===== src/rtl/breath_pkg.sv =====
// Mode encoding shared by the breathing-LED array and its bench.
package breath_pkg;
  localparam int MODE_W = 2;
  localparam logic [MODE_W-1:0] MODE_BREATH = 2'd0;
  localparam logic [MODE_W-1:0] MODE_SOLID  = 2'd1;
  localparam logic [MODE_W-1:0] MODE_OFF    = 2'd2;
  localparam logic [MODE_W-1:0] MODE_BLINK  = 2'd3;
endpackage


===== src/rtl/breath_key_debounce.sv =====
// Key debouncer: 2-flop synchroniser, then level accepted after DEBOUNCE_CYCLES stable differing cycles.
// key_press is a registered 1-cycle pulse on the accepted rising edge; no backpressure.
module breath_key_debounce #(
  parameter int DEBOUNCE_CYCLES = 1000000
) (
  input  logic sys_clk,
  input  logic sys_rst,
  input  logic key_in,
  output logic key_level,
  output logic key_press
);
  localparam int CNT_W = $clog2(DEBOUNCE_CYCLES + 1);

  logic [1:0]       sync;
  logic [CNT_W-1:0] cnt;

  always_ff @(posedge sys_clk) begin
    if (sys_rst) begin
      sync      <= '0;
      cnt       <= '0;
      key_level <= 1'b0;
      key_press <= 1'b0;
    end else begin
      sync      <= {sync[0], key_in};
      key_press <= 1'b0;
      // Any cycle agreeing with the accepted level restarts the stability count.
      if (sync[1] == key_level) begin
        cnt <= '0;
      end else if (cnt == CNT_W'(DEBOUNCE_CYCLES - 1)) begin
        cnt       <= '0;
        key_level <= sync[1];
        key_press <= sync[1];
      end else begin
        cnt <= cnt + CNT_W'(1);
      end
    end
  end
endmodule


===== src/rtl/breath_led_array.sv =====
// N-channel breathing LEDs with staggered phase, key-cycled mode and beep; led registered (1 cycle).
// Optional BREATH_GAMMA_EN squares the level for a perceptually linear fade.
module breath_led_array
  import breath_pkg::*;
#(
  parameter int CHANNELS        = 4,
  parameter int PWM_BITS        = 8,
  parameter int CLK_DIV         = 100,
  parameter int STEP            = 1,
  parameter int DEBOUNCE_CYCLES = 1000000,
  parameter int BLINK_PERIODS   = 64
) (
  input  logic                sys_clk,
  input  logic                sys_rst,
  input  logic                touch_key,
  output logic [CHANNELS-1:0] led,
  output logic                beep,
  output logic [MODE_W-1:0]   mode
);
  localparam int LVL_W = PWM_BITS + 1;
  localparam int DIV_W = (CLK_DIV > 1) ? $clog2(CLK_DIV) : 1;
  localparam int BLK_W = (BLINK_PERIODS > 1) ? $clog2(BLINK_PERIODS) : 1;
  localparam logic [LVL_W-1:0] LVL_MAX = LVL_W'(2 ** PWM_BITS);

  logic [DIV_W-1:0]    div_cnt;
  logic [PWM_BITS-1:0] pwm_cnt;
  logic [BLK_W-1:0]    blink_cnt;
  logic                blink;
  logic                tick;
  logic                period_end;
  logic                key_press;
  logic [CHANNELS-1:0] led_next;

  assign tick       = (div_cnt == DIV_W'(CLK_DIV - 1));
  assign period_end = tick && (pwm_cnt == '1);

  breath_key_debounce #(.DEBOUNCE_CYCLES(DEBOUNCE_CYCLES)) u_key (
    .sys_clk  (sys_clk),
    .sys_rst  (sys_rst),
    .key_in   (touch_key),
    .key_level(),
    .key_press(key_press)
  );

  always_ff @(posedge sys_clk) begin
    if (sys_rst) begin
      div_cnt   <= '0;
      pwm_cnt   <= '0;
      blink_cnt <= '0;
      blink     <= 1'b0;
    end else begin
      div_cnt <= tick ? '0 : div_cnt + DIV_W'(1);
      if (tick) pwm_cnt <= pwm_cnt + PWM_BITS'(1);
      if (period_end) begin
        if (blink_cnt == BLK_W'(BLINK_PERIODS - 1)) begin
          blink_cnt <= '0;
          blink     <= ~blink;
        end else begin
          blink_cnt <= blink_cnt + BLK_W'(1);
        end
      end
    end
  end

  for (genvar i = 0; i < CHANNELS; i++) begin : g_ch
    logic [LVL_W-1:0]        level;
    logic                    dir_down;
    logic [LVL_W-1:0]        duty;
    logic [LVL_W:0]          lvl_up;
    logic signed [LVL_W+1:0] lvl_dn;

    assign lvl_up = {1'b0, level} + (LVL_W + 1)'(STEP);
    assign lvl_dn = $signed({2'b00, level}) - $signed((LVL_W + 2)'(STEP));

    always_ff @(posedge sys_clk) begin
      if (sys_rst) begin
        level    <= LVL_W'((i * (2 ** PWM_BITS)) / CHANNELS);
        dir_down <= 1'b0;
      end else if (period_end) begin
        if (!dir_down) begin
          if (lvl_up >= {1'b0, LVL_MAX}) begin
            level    <= LVL_MAX;
            dir_down <= 1'b1;
          end else begin
            level <= lvl_up[LVL_W-1:0];
          end
        end else if (lvl_dn <= 0) begin
          level    <= '0;
          dir_down <= 1'b0;
        end else begin
          level <= lvl_dn[LVL_W-1:0];
        end
      end
    end

`ifdef BREATH_GAMMA_EN
    logic [2*LVL_W-1:0] sq;
    assign sq   = {{LVL_W{1'b0}}, level} * {{LVL_W{1'b0}}, level};
    assign duty = sq[PWM_BITS +: LVL_W];
`else
    assign duty = level;
`endif

    // Extra top bit lets a full-scale duty stay on for the whole period.
    assign led_next[i] = ({1'b0, pwm_cnt} < duty);
  end

  always_ff @(posedge sys_clk) begin
    if (sys_rst) begin
      led  <= '0;
      beep <= 1'b0;
      mode <= MODE_BREATH;
    end else begin
      if (key_press) begin
        mode <= mode + MODE_W'(1);
        beep <= ~beep;
      end
      case (mode)
        MODE_BREATH: led <= led_next;
        MODE_SOLID:  led <= '1;
        MODE_OFF:    led <= '0;
        default:     led <= {CHANNELS{blink}};
      endcase
    end
  end
endmodule

===== config.mk =====
export PLATFORM = sky130hd
export DESIGN_NAME = breath_led_array
export DESIGN_NICKNAME = d
export VERILOG_FILES = /design/src/rtl/breath_pkg.sv /design/src/rtl/breath_key_debounce.sv /design/src/rtl/breath_led_array.sv
export SDC_FILE = /design/constraint.sdc
export NUM_CORES = 1
export LEC_CHECK = 0
export BUFFER_PORTS_ARGS = -buffer_cell sky130_fd_sc_hd__buf_2
export CAP_MARGIN = 20
export CORE_ASPECT_RATIO = 2
export CORE_MARGIN = 3
export CORE_UTILIZATION = 60
export DETAILED_ROUTE_END_ITERATION = 8
export GPL_ROUTABILITY_DRIVEN = 0
export PLACE_DENSITY_LB_ADDON = 0.15
export SYNTH_ARGS = -nofsm -noshare
export SYNTH_HDL_FRONTEND = slang
export SYNTH_HIERARCHICAL = 1
export SYNTH_SLANG_ARGS = --single-unit
export TNS_END_PERCENT = 5

===== constraint.sdc =====
create_clock -name sys_clk -period 2.85 [get_ports sys_clk]
set_clock_uncertainty 0.1 [all_clocks]
set_input_delay 0.1425 -clock sys_clk [delete_from_list [all_inputs] [get_ports sys_clk]]
set_output_delay 0.1425 -clock sys_clk [all_outputs]
set_load 0.02 [all_outputs]

After elaboration in Yosys (flattened, before gate mapping)
Cells that the tools add are included.
{ "word_totals": {"register_bits": 93, "latchBits": 0, "ramBits": 0, "rom_bits": 0, "in_bits": 3, "word_cells": 88, "memories": 0} }
{ "classes": {"addsub": 13, "mul": 0, "div": 0, "order_cmp": 12, "n_eq_ne": 7, "n_shift": 0, "mux": 26, "n_bitwise": 4, "reduce_logical": 7} }
{ "ops": {"columns": ["cell", "n"], "rows": [
  ["$mux 9", 12],
  ["$add 9x1->10 const B", 4],
  ["$ge 10x9->1 const B", 4],
  ["$le 10x1->1 const B", 4],
  ["$sub 9x1->10 const B", 4],
  ["$lt 8x9->1", 4],
  ["$add 20x1->20 const B", 1],
  ["$eq 20x20->1 const B", 1],
  ["$mux 1", 12],
  ["$pmux 4 s3", 1],
  ["$add 8x1->8 const B", 1],
  ["$eq 8x8->1 const B", 1],
  ["$add 7x1->7 const B", 1],
  ["$eq 7x7->1 const B", 1],
  ["$add 6x1->6 const B", 1],
  ["$eq 6x6->1 const B", 1],
  ["$mux 6", 1],
  ["$reduce_or 3->1", 2],
  ["$not 1->1", 4],
  ["$reduce_and 2->1", 2],
  ["$add 2x1->2 const B", 1],
  ["$eq 2x1->1 const B", 1],
  ["$eq 2x2->1 const B", 1],
  ["$logic_not 2->1", 1],
  ["3 further kinds", 3]
]} }

Depth between registers and ports, before layout
{ "depth": {"depth_word": 4, "mapped_depth": 9, "mapped_depth_nobuf": 8} }

Hierarchy
Netlist, hierarchy kept.
{ "by_module_without_submodules": {"columns": ["mod", "n_inst", "cells_each", "area_each_um2", "seq_area_each_um2"], "rows": [
  ["breath_led_array", 1, 693, 5452.7, 1381.3],
  ["breath_key_debounce", 1, 120, 1046.0, 480.5]
]} }

Worst setup path after synthesis
Ideal clock, no wire load.
{ "synth_timing": {"kind": "register -> register", "from": "register g_ch[3].level[1]", "to": "register g_ch[3].level[0]", "t_arrival_ns": 2.253, "required_time_ns": 2.649, "path_slack_ns": 0.396, "stages_incl_launch_ff": 10, "n_path_buf": 1, "period_less_slack_ns": 2.454, "path_cell_list": "dfxtp_1 > clkbuf_1 > inv_1 > ha_1 > or4b_1 > xnor2_1 > a31oi_1 > a211oi_1 > or2_2 > o41ai_1"} }
{ "synth_between": {"elab_chain_len": 4} }
{ "synth_lines": {"columns": ["item", "line", "rtl"], "rows": [
  ["start: declaration", "breath_led_array.sv:66", "logic [LVL_W-1:0] level;"],
  ["start signal: assignment", "breath_led_array.sv:77", "level <= LVL_W'((i * (2 ** PWM_BITS)) / CHANNELS);"],
  ["start signal: assignment", "breath_led_array.sv:85", "level <= lvl_up[LVL_W-1:0];"],
  ["start signal: assignment", "breath_led_array.sv:91", "level <= lvl_dn[LVL_W-1:0];"],
  ["$add 9x1->10 / $sub 9x1->10 (equally long branches)", "breath_led_array.sv:72, breath_led_array.sv:73", null],
  ["$ge 10x9->1 / $le 10x1->1 (equally long branches)", "breath_led_array.sv:81, breath_led_array.sv:87", null],
  ["$mux 9 (on tied branches)", "breath_led_array.sv:81, breath_led_array.sv:87", null],
  ["$mux 9 *", "breath_led_array.sv:80", "if (!dir_down) begin"]
]} }
Every way passes the cells marked *; elsewhere a longest branch is shown, timed or not.
A chain may end at the register's enable or synchronous reset.

Worst setup path in the final report
{ "layout_timing": {"from": "register g_ch[3].level[1]", "to": "register g_ch[3].level[1]"} }
Same word-level chain as after synthesis.

==> results_dict.tcl <==
set metrics [dict create \
    synthArstFlopShare 0 \
    routed_wirelength_um 16800 \
    yosysUniqueCellTypes 90 \
    seq_area_frac_synth 0.286 \
    syn_nets 862 \
    dr.pass1.iters 5 \
    cts_tree "built" \
    r2r-start "g_ch[3].duty[1]$_SDFFE_PP0P_" \
    grt_pass1_vias 6093 \
    drt_iter0_markers 459 \
    final.setup.tns_ns 0 \
    cp-startpoint "g_ch[3].duty[1]$_SDFFE_PP0P_" \
    drive_gt1_frac 0.114 \
    max-cap-violations 0 \
    postRouteAntennaNets 0 \
    dieArea_um2 12200 \
    setup_viol 0 \
    overflow 0 \
    synth_top_cell_by_area "dfxtp_1" \
    drt-vias-per-instance 6.41 \
    arrival_ns 2.86 \
    dpl.hpwl_um 12200 \
    path_clk_slew_ns 0.06 \
    ir_worst_vdd_mv 0.446 \
    nNetsFinal 866 \
    crit_path_max_fanout 8 \
    cellPowerDensity_nw_per_um2 371 \
    synth_edf_count 0 \
    cts_buffer_depth 2 \
    critPathLaunchType "flip-flop" \
    seq_area_um2 1860 \
    whs_path_depth 4 \
    avgSynthCellArea_um2 7.99 \
    worst_hold_path.endpoint "g_ch[1].duty[6]$_SDFFE_PP1P_" \
    fillCellCount 925 \
    die_h_um 153 \
    grtUsageTotal 0.283 \
    cts_root_buffer "clkbuf_16" \
    port_buffers 9 \
    synth_cells 813 \
    cts.sinks 93 \
    cts_buffers 9 \
    status "complete, no violations" \
    netlist.area_leader.share 0.286 \
    cts_resized 0 \
    reg2reg_depth 8 \
    tightest_slew_ns 0.673 \
    rows 53 \
    htree_levels 3 \
    fp.dieW_um 79.6 \
    ys_ff_latch 93 \
    fmax_mhz 368 \
    synthFlopType "dfxtp_1" \
    n_antenna_cell 0 \
    clk_latency_ns 0.35 \
    vias 6151 \
    ios 10 \
    avgRoutedWirePerCell_um 17.5 \
    initial_utilization 0.616 \
    cts_setup_buffers 0 \
    total_power_mw 2.61 \
    syn_area_um2 6500 \
    drc 0 \
    antenna_found_initial 0 \
    hold_violations 0 \
    core_um2 10500 \
    yosysWarnings 6 \
    reg2reg_slack_ns 0.13 \
    cp-end-kind "flip-flop" \
    required_ns 2.99 \
    multi_input_area_um2 4160 \
    grt_max_degree 61 \
    syn2layout_area_growth_pct 7.93 \
    fin_crit_sh 0.954 \
    drv_slew 0 \
    p_leak_nw 2.52 \
    fin_crit_ns 2.72 \
    rsz0062_at_grt "no" \
    synthTopCellsByArea "dfxtp_1 (29%), ha_1 (8.9%), nor2_1 (4.4%)" \
    r2r-end "g_ch[3].duty[1]$_SDFFE_PP0P_" \
    max_slew_margin 0.545 \
    crit_type "reg2reg" \
    grt_pass1_wl_um 28000 \
    hold_path.class "in2reg" \
    min-delay-start "sys_rst" \
]
[state kept, by name, summed over array words and instances (netlist names), 2 cells and up]
| name | flops |
|---|---|
| mode | 2 |
| led | 4 |
| g_ch.duty | 36 |
| blink_cnt | 6 |
| pwm_cnt | 8 |
| u_key/cnt | 20 |
| div_cnt | 7 |
| g_ch.dir_down | 4 |
| u_key/sync | 2 |
[worst max-delay path by stage]
| stage | to | slack (ns) |
|---|---|---|
| after detailed placement | g_ch[1].duty[7]$_SDFFE_PP0P_ | 0.16 |
| after CTS | g_ch[1].duty[7]$_SDFFE_PP0P_ | 0.15 |
| after global placement | g_ch[1].duty[7]$_SDFFE_PP0P_ | 0.24 |
| final | g_ch[3].duty[1]$_SDFFE_PP0P_ | 0.13 |
| after floorplan | g_ch[3].duty[0]$_SDFFE_PP0P_ | 0.40 |
| after global routing | g_ch[3].duty[1]$_SDFFE_PP0P_ | 0.002 |
[critical path: stages (launching register included)]
cell	delay, ns
dfxtp_1	0.31
inv_1	0.12
ha_1	0.32
or4b_1	0.58
xnor2_1	0.18
a31oi_1	0.11
a211oi_1	0.51
nor3_1	0.12
o221a_2	0.27
[layout make-up]
class / instances / area share
Clock buffer: 10 / 0.0326
Clock inverter: 6 / 0.00999
Inverter: 54 / 0.0289
Multi-Input combinational cell: 616 / 0.594
Sequential cell: 93 / 0.265
Tap cell: 137 / 0.0244
Timing Repair Buffer: 43 / 0.0450
[logic make-up (layout without fill, tap and decap cells)]
family,Yosys count,in the layout,synth area share
AO/OA/AOI/OAI,221,221,0.233
XOR/XNOR,38,38,0.0512
adder cells (fa/ha/maj),46,46,0.0886
buffers and inverters,104,113,0.0730
flip-flops,93,93,0.286
multiplexers,9,9,0.0142
AND/OR/NAND/NOR,302,302,0.254
[what timing repair did]
item / 4_1_cts / 5_1_grt
hold endpoints to repair: 1 / 0
hold buffers: 1 / 0
setup endpoints to repair: 0 / 3
[cells in the final DEF, fill, tap and decap left out, types with 8 or more instances in the layout]
master,netlist,final
a21oi_1,54,54
a31oi_1,12,12
o21ai_0,38,38
nand4_1,13,13
nor2b_1,8,8
clkbuf_16,0,9
dfxtp_1,93,93
nand2b_1,10,10
buf_2,16,9
nor3_1,21,21
o31ai_1,10,10
a21o_1,12,12
xnor2_1,26,26
ha_1,46,46
nor2_1,77,77
nand3_1,40,40
or3_1,12,12
o211ai_1,9,9
buf_4,1,32
nand2_1,54,54
inv_1,52,52
xor2_1,12,12
nor4_1,13,13
or4_1,8,8
[report_power, final]
group | switching (mW) | internal, mW | leakage (nW)
Clock | 0.526 | 0.688 | 0.147
Combinational | 0.0517 | 0.0242 | 1.62
Sequential | 0.00741 | 1.31 | 0.751
[layer usage]
layer | up-vias | wire length (um) | track usage
li1 | 2992 | - | -
met1 | 2944 | 6440 | 0.298
met2 | 167 | 9300 | 0.536
met5 | - | 0 | 0
met3 | 48 | 531 | 0.0366
met4 | 0 | 552 | 0.128
[Yosys cell counts (9+ instances only)]
| library cell | n |
|---|---|
| a21o_1 | 12 |
| a21oi_1 | 54 |
| a31oi_1 | 12 |
| buf_2 | 16 |
| clkbuf_1 | 27 |
| dfxtp_1 | 93 |
| ha_1 | 46 |
| inv_1 | 52 |
| nand2_1 | 54 |
| nand2b_1 | 10 |
| nand3_1 | 40 |
| nand4_1 | 13 |
| nor2_1 | 77 |
| nor3_1 | 21 |
| nor4_1 | 13 |
| o211ai_1 | 9 |
| o21ai_0 | 38 |
| o31ai_1 | 10 |
| or3_1 | 12 |
| xnor2_1 | 26 |
| xor2_1 | 12 |
[stage by stage]
| stage | hold slack [ns] | instances | util | cell area, um^2 | worst slack [ns] |
|---|---|---|---|---|---|
| global placement | 0.265 | 942 | 0.636 | 6710 | 0.241 |
| detailed placement | 0.260 | 942 | 0.636 | 6710 | 0.164 |
| floorplan | 0.112 | 813 | - | 6500 | 0.396 |
| CTS | 0.127 | 959 | 0.665 | 7010 | 0.147 |
| finish | 0.128 | 959 | 0.665 | 7010 | 0.132 |
| global route | 0.168 | 959 | 0.665 | 7010 | 0.00245 |
Power figures use the tool's default switching activity.
